$ cat config.mk
export PLATFORM = sky130hd
export DESIGN_NAME = pipe_stage_skid
export DESIGN_NICKNAME = d
export VERILOG_FILES = /design/src/rtl/pipe_stage_skid_pkg.sv /design/src/rtl/pipe_stage_skid_slot.sv /design/src/rtl/pipe_stage_skid.sv
export SDC_FILE = /design/constraint.sdc
export NUM_CORES = 1
export LEC_CHECK = 0
export BUFFER_PORTS_ARGS = -buffer_cell sky130_fd_sc_hd__buf_2
export CORE_MARGIN = 2
export CORE_UTILIZATION = 45
export DETAILED_ROUTE_END_ITERATION = 10
export GPL_ROUTABILITY_DRIVEN = 0
export PLACE_DENSITY = 0.68
export SETUP_SLACK_MARGIN = 0.1
export SLEW_MARGIN = 10
export SYNTH_ARGS = -nofsm -noshare
export SYNTH_HDL_FRONTEND = slang
export SYNTH_SLANG_ARGS = --single-unit
$ cat constraint.sdc
create_clock -name clk_i -period 2.8 [get_ports clk_i]
set_clock_uncertainty 0.15 [all_clocks]
set_input_delay 0.14 -clock clk_i [delete_from_list [all_inputs] [get_ports clk_i]]
set_output_delay 0.14 -clock clk_i [all_outputs]
set_load 0.01 [all_outputs]
$ cat src/rtl/pipe_stage_skid_pkg.sv
// Shared definitions for the skid-buffered pipeline stage.
package pipe_stage_skid_pkg;

  localparam int DEFAULT_DATA_W = 64;

  typedef enum logic [1:0] {
    ST_EMPTY = 2'd0,
    ST_BUSY  = 2'd1,
    ST_FULL  = 2'd2
  } state_e;

endpackage

$ cat src/rtl/pipe_stage_skid_slot.sv
// One payload register with synchronous clear (priority) and load; holds otherwise.
module pipe_slot
  import pipe_stage_skid_pkg::*;
#(
  parameter int                DATA_W    = DEFAULT_DATA_W,
  parameter logic [DATA_W-1:0] RESET_VAL = '0
) (
  input  logic              clk_i,
  input  logic              rst_n_i,
  input  logic              load_i,
  input  logic              clear_i,
  input  logic [DATA_W-1:0] d_i,
  output logic [DATA_W-1:0] q_o
);

  logic [DATA_W-1:0] data_q, data_d;

  always_comb begin
    data_d = data_q;
    if (clear_i)     data_d = '0;
    else if (load_i) data_d = d_i;
  end

  always_ff @(posedge clk_i) begin
    if (!rst_n_i) data_q <= RESET_VAL;
    else          data_q <= data_d;
  end

  assign q_o = data_q;

endmodule

$ cat src/rtl/pipe_stage_skid.sv
// Two-entry skid pipeline stage: all outputs come straight from registers,
// so neither ready nor valid has a combinational path from any input.
module pipe_stage_skid
  import pipe_stage_skid_pkg::*;
#(
  parameter int                DATA_W         = DEFAULT_DATA_W,
  parameter bit                CLEAR_ON_FLUSH = 1'b1,
  parameter logic [DATA_W-1:0] RESET_DATA     = '0
) (
  input  logic              clk_i,
  input  logic              rst_n_i,
  input  logic              flush_i,
  input  logic              s_valid_i,
  output logic              s_ready_o,
  input  logic [DATA_W-1:0] s_data_i,
  output logic              m_valid_o,
  input  logic              m_ready_i,
  output logic [DATA_W-1:0] m_data_o,
  output logic [1:0]        count_o
);

  state_e            state_q, state_d;
  logic              up_xfer, dn_xfer;
  logic              main_ld, skid_ld, slot_clr;
  logic [DATA_W-1:0] main_din, main_q, skid_q;

  assign s_ready_o = (state_q != ST_FULL);
  assign m_valid_o = (state_q != ST_EMPTY);
  assign m_data_o  = main_q;
  assign count_o   = 2'(state_q);

  assign up_xfer = s_valid_i & s_ready_o;
  assign dn_xfer = m_valid_o & m_ready_i;

  // Main refills from skid when draining FULL, otherwise from upstream.
  assign main_din = (state_q == ST_FULL) ? skid_q : s_data_i;

  always_ff @(posedge clk_i) begin
    if (!rst_n_i) state_q <= ST_EMPTY;
    else          state_q <= state_d;
  end

  always_comb begin
    state_d  = state_q;
    main_ld  = 1'b0;
    skid_ld  = 1'b0;
    slot_clr = 1'b0;
    if (flush_i) begin
      state_d  = ST_EMPTY;
      slot_clr = CLEAR_ON_FLUSH;
    end else begin
      unique case (state_q)
        ST_EMPTY: begin
          if (up_xfer) begin
            main_ld = 1'b1;
            state_d = ST_BUSY;
          end
        end
        ST_BUSY: begin
          if (up_xfer && dn_xfer) begin
            main_ld = 1'b1;
          end else if (up_xfer) begin
            skid_ld = 1'b1;
            state_d = ST_FULL;
          end else if (dn_xfer) begin
            state_d = ST_EMPTY;
          end
        end
        ST_FULL: begin
          if (dn_xfer) begin
            main_ld = 1'b1;
            state_d = ST_BUSY;
          end
        end
        default: state_d = ST_EMPTY;
      endcase
    end
  end

  pipe_slot #(.DATA_W(DATA_W), .RESET_VAL(RESET_DATA)) u_main (
    .clk_i   (clk_i),
    .rst_n_i (rst_n_i),
    .load_i  (main_ld),
    .clear_i (slot_clr),
    .d_i     (main_din),
    .q_o     (main_q)
  );

  pipe_slot #(.DATA_W(DATA_W), .RESET_VAL(RESET_DATA)) u_skid (
    .clk_i   (clk_i),
    .rst_n_i (rst_n_i),
    .load_i  (skid_ld),
    .clear_i (slot_clr),
    .d_i     (s_data_i),
    .q_o     (skid_q)
  );

endmodule

After elaboration in Yosys (flattened, before gate mapping)
Cells that the tools add are included.
{ "op_classes": {"reduce_logical": 6, "muxes": 16, "bitwise": 3, "eq_ne": 7} }
{ "op_table": {"columns": ["operator", "n"], "rows": [
  ["two-way mux 64 bit", 1],
  ["two-way mux 2 bit", 5],
  ["two-way mux 1 bit", 8],
  ["inequality test 2 bit, second input constant", 4],
  ["case mux 2 bit (3 select lines)", 1],
  ["AND reduction 4 bit", 1],
  ["OR reduction 2 bit", 2],
  ["inequality test 3 bit, second input constant", 1],
  ["case mux 1 bit (3 select lines)", 1],
  ["bitwise AND 1 bit", 2],
  ["== test 2 x 1 -> 1 bit, second input constant", 1],
  ["== test 2 bit, second input constant", 1],
  ["logical NOT 2 bit", 1],
  ["nonzero test 2 bit", 1],
  ["logical AND 1 bit", 1],
  ["NOT 1 bit", 1]
]} }
{ "totals": {"register_bits": 130, "out_inout_bits": 68, "in_bits": 69, "word_cells": 35} }

Logic depth before layout (Yosys ltp)
{ "depth": {"ltp_word": 6, "depth_mapped": 6, "ltp_nobuf": 3} }

By module
From an unflattened synthesis, not the netlist that was laid out.
{ "hier_totals": {"cells_unflattened": 501, "area_unflattened_um2": 5716.7} }
{ "modules_own_cells": {"columns": ["module", "cells_each", "area_per_inst_um2", "seq_area_each_um2", "instances"], "rows": [
  ["pipe_slot", 207, 2304.7, 1281.2, 2],
  ["pipe_stage_skid", 87, 1107.3, 40.0, 1]
]} }

Worst setup path after synthesis
No wires, ideal clock.
{ "synth_path": {"path_type": "register to register", "from": "register state_q[0] (netlist: count_o[0])", "to": "register u_main.data_q[10] (netlist: u_main.q_o[10])", "setup_time_ps": 146, "arrival_ps": 1306, "period_less_slack_ps": 1602, "path_slack_ps": 1198, "path_stages_with_launch": 6, "path_buffers": 2, "required_time_ps": 2504, "path_cell_list": "dfxtp_1 and3b_2 buf_4 buf_2 a211oi_1 a211oi_2"} }
{ "synth_between": {"elab_chain_cells": 6, "elab_cells_between_ends": 14, "classes_between": "3 x eq/ne; 6 x mux; 2 x bitwise; 3 x reduce/logical"} }
{ "synth_rtl": {"columns": ["item", "line_no", "text"], "rows": [
  ["from (decl)", "pipe_stage_skid.sv:22", "state_e state_q, state_d;"],
  ["from (signal assigned)", "pipe_stage_skid.sv:40", "else state_q <= state_d;"],
  ["inequality test 2 bit / nonzero test 2 bit (equally long branches)", "pipe_stage_skid.sv:27, pipe_stage_skid.sv:28", null],
  ["bitwise AND 1 bit (on tied branches)", "pipe_stage_skid.sv:32, pipe_stage_skid.sv:33", null],
  ["logical AND 1 bit", "pipe_stage_skid.sv:60", "if (up_xfer && dn_xfer) begin"],
  ["two-way mux 1 bit", "pipe_stage_skid.sv:60", null],
  ["case mux 1 bit (3 select lines)", "pipe_stage_skid.sv:52", "unique case (state_q)"],
  ["two-way mux 1 bit", "pipe_stage_skid.sv:48", "if (flush_i) begin"],
  ["to (signal assigned)", "pipe_stage_skid_slot.sv:26", "else data_q <= data_d;"],
  ["to (decl)", "pipe_stage_skid_slot.sv:16", "logic [DATA_W-1:0] data_q, data_d;"]
]} }
Several ways; a longest one is shown, not always the timed one.
A chain may end at the register's enable or synchronous reset.

Worst setup path in the final report
{ "layout_path": {"from": "input m_ready_i", "to": "register u_skid.data_q[38] (netlist: u_skid.q_o[38])"} }
{ "layout_between": {"elab_chain_cells": 5} }
{ "layout_rtl": {"columns": ["item", "line_no", "text"], "rows": [
  ["from (decl)", "pipe_stage_skid.sv:17", "input logic m_ready_i,"],
  ["bitwise AND 1 bit", "pipe_stage_skid.sv:33", "assign dn_xfer = m_valid_o & m_ready_i;"],
  ["logical AND 1 bit", "pipe_stage_skid.sv:60", null],
  ["two-way mux 1 bit", "pipe_stage_skid.sv:60", null],
  ["two-way mux 1 bit", "pipe_stage_skid.sv:52", null],
  ["two-way mux 1 bit", "pipe_stage_skid.sv:48", null],
  ["to (signal assigned)", "pipe_stage_skid_slot.sv:26", null],
  ["to (decl)", "pipe_stage_skid_slot.sv:16", null]
]} }
Every way passes these cells.

==> impl_metrics.csv <==
group,metric,value,unit
logic_synthesis,synth_top_area_cell,"dfxtp_1",
clocking,cts-resized-gates,0,
power_and_ir_drop,power_density,606.5,nW/um^2
layout,syn2layout_area_growth,32.06,%
clocking,h-tree-depth,4,
logic_synthesis,syn_inst,610,
floorplan,placementRows,41,
worst_setup_path,cp-startpoint,"m_ready_i",
logic_synthesis,avgSynthCellArea,9.647,um^2
worst_setup_path,start_kind,"input port",
clocking,worstSkewPairLatency,410,ps
timing,setup_violations,0,
route,routedWlPerCell,17.84,um
clocking,holdBufCountCts,66,
status,status,"finished clean",
logic_synthesis,yosysWarnings,0,
grt,track_usage,23.87,%
grt,grt_pass1_vias,5532,
floorplan,core,12670,um^2
layout,diodes,0,
worst_setup_path,crit_type,"input port to flop",
placement,place_hpwl,9709,um
worst_setup_path,required,2940,ps
timing,worst_slew_pin_slew,775.5,ps
min_path,min_to,"u_main.q_o[3]$_SDFFE_PP0P_",
clocking,cts_buffer_depth,2,
logic_synthesis,ys.flop_type,"dfxtp_1",
logic_synthesis,ys_ff_latch,130,
min_path,min_path_cells,3,
logic_synthesis,synth.most_common_cell,"dfxtp_1",
logic_synthesis,synth.cell_area,5884,um^2
layout,final_area,7771,um^2
min_path,hold_path.class,"input port to flop",
power_and_ir_drop,finalPower,4713,uW
worst_setup_path,arrival,2350,ps
route,drc,0,
worst_setup_path,critPathMaxFanout,34,
logic_synthesis,ys_top_cells_by_area,"dfxtp_1, a211oi_1, mux2i_1",
route,drt_pass1_iterations,5,
route,routed_wl,16970,um
timing,final.period_utilization,78.96,%
clocking,cts_tree,"yes",
logic_synthesis,synth.distinct_cells,24,
worst_setup_path,regToRegSetupSlack,600,ps
grt,grt_pass1_wl,27270,um
timing,relSlewSlack,48.27,%
layout,drive_above_1_share,26.70,%
placement,port-buffer-count,136,
route,vias_per_cell,5.778,
timing,post-route-min-period,2211,ps
floorplan,fp.dieW,118.4,um
clocking,path_clk_slew,50,ps
clocking,cts-buffers-inserted,17,
timing,hold_viol,0,
logic_synthesis,ys_seq_area_share,44.23,%
floorplan,boundaryPins,137,
floorplan,die_area,14010,um^2
flow_run,cap_violations,0,
floorplan,die_h,118.4,um
grt,gr-total-overflow,0,
worst_setup_path,rr_startpoint,"count_o[1]$_SDFFE_PP0P_",
logic_synthesis,netlist_top_cells_count,"dfxtp_1, a211oi_1, a21oi_1",
logic_synthesis,synth-async-reset-ratio,0,%
route,ant_nets,0,
logic_synthesis,synth_edf_count,0,
worst_setup_path,rr_worst_depth,4,
clocking,cts_setup_buffers,0,
placement,place_area,6502,um^2
layout,finish.utilization,61.33,%
timing,rsz0062_at_grt,"false",
grt,grt_start_max_net_pins,67,
layout,nNetsFinal,836,
clocking,cts.sinks,130,
logic_synthesis,netlist.area_leader.share,44.23,%
worst_setup_path,reg2reg_to,"u_skid.q_o[38]$_SDFFE_PP0P_",
timing,drv_slew,0,
route,drtIter0Drc,422,
power_and_ir_drop,leakage,0.003344,uW
route,route.vias.total,5495,
min_path,min_from,"rst_n_i",
timing,timing.fmax,452.3,MHz
timing,fin_setup_tns,0,ps
clocking,clockRootBuffer,"clkbuf_16",
floorplan,start_util,46.44,%
worst_setup_path,critPathCaptureType,"flop",
logic_synthesis,syn-num-nets,679,
power_and_ir_drop,peakVddDrop,0.3934,mV
grt,antenna_found_initial,0,
==> metrics by stage <==
step	cells	setup slack [ps]	hold slack, ps
2_1_floorplan	610	1198	62.76
3_3_place_gp	854	688.5	254.6
3_5_place_dp	854	631.7	263.1
4_1_cts	951	611.8	164.3
5_1_grt	951	438.1	198.1
6_report	951	589.1	183.1
==> worst max-delay path, cell delays in order <==
cell	delay, ps
dlygate4sd3_1	530
buf_2	170
nand4bb_2	760
buf_12	430
o21ai_0	190
a21oi_1	100
==> power breakdown <==
part	internal (uW)	leakage (uW)	switching, uW
sequential	1900	0.00106	30.1
combinational	229	0.00199	282
clock	1510	0.000298	759
total	3640	0.00334	1070
==> cells in the final DEF, fill, tap and decap left out <==
cell and n:
a211oi_1 107, a211oi_2 22, a21o_1 1, a21o_2 1
a21oi_1 65, and2_1 1, and2b_4 1, and3b_2 1
buf_12 5, buf_2 136, buf_4 9, bufinv_16 3
clkbuf_1 5, clkbuf_16 17, clkbuf_8 5, clkinv_2 1
dfxtp_1 130, dlygate4sd3_1 66, inv_2 1, mux2i_1 64
nand2_1 2, nand2_4 1, nand2b_2 1, nand2b_4 1
nand3_1 64, nand4bb_2 1, nor4bb_4 1, o21ai_0 64
o21bai_1 1, or2_2 1, or3b_1 1
==> layout make-up <==
cell class,instances,area [um^2]
fill,1065,4900
multi-input combinational,401,2833
sequential,130,2603
timing repair buffer,216,1509
clock buffer,27,513.0
tap,172,215.2
clock inverter,4,95.09
inverter,1,3.754
==> metal layers <==
metal,wire [um],track usage [%]
met1,7136,29.11
met2,8646,40.68
met3,833,5.116
met4,350,9.864
met5,0,0
==> kinds of logic (layout without fill, tap and decap cells) <==
| family | Yosys count | after routing | synth area share [%] |
|---|---|---|---|
| simple gates | 76 | 76 | 6.911 |
| buf+inv | 79 | 248 | 8.293 |
| flops | 130 | 130 | 44.23 |
| mux | 64 | 64 | 10.89 |
| compound gates | 261 | 261 | 29.68 |
==> state kept, by name (all words and copies together) (netlist names) <==
register    flops
u_main.q_o     64
u_skid.q_o     64
count_o         2
==> worst max-delay path by stage <==
stage               cells after the start                          end  slack [ps]
floorplan                               5  u_main.q_o[10]$_SDFFE_PP0P_        1200
global route                            4  u_skid.q_o[14]$_SDFFE_PP0P_         440
detailed placement                      4  u_skid.q_o[18]$_SDFFE_PP0P_         630
finish                                  6  u_skid.q_o[38]$_SDFFE_PP0P_         590
global placement                        4  u_skid.q_o[15]$_SDFFE_PP0P_         690
CTS                                     4  u_skid.q_o[18]$_SDFFE_PP0P_         610
Note: power is estimated with default switching activity, not from simulation.
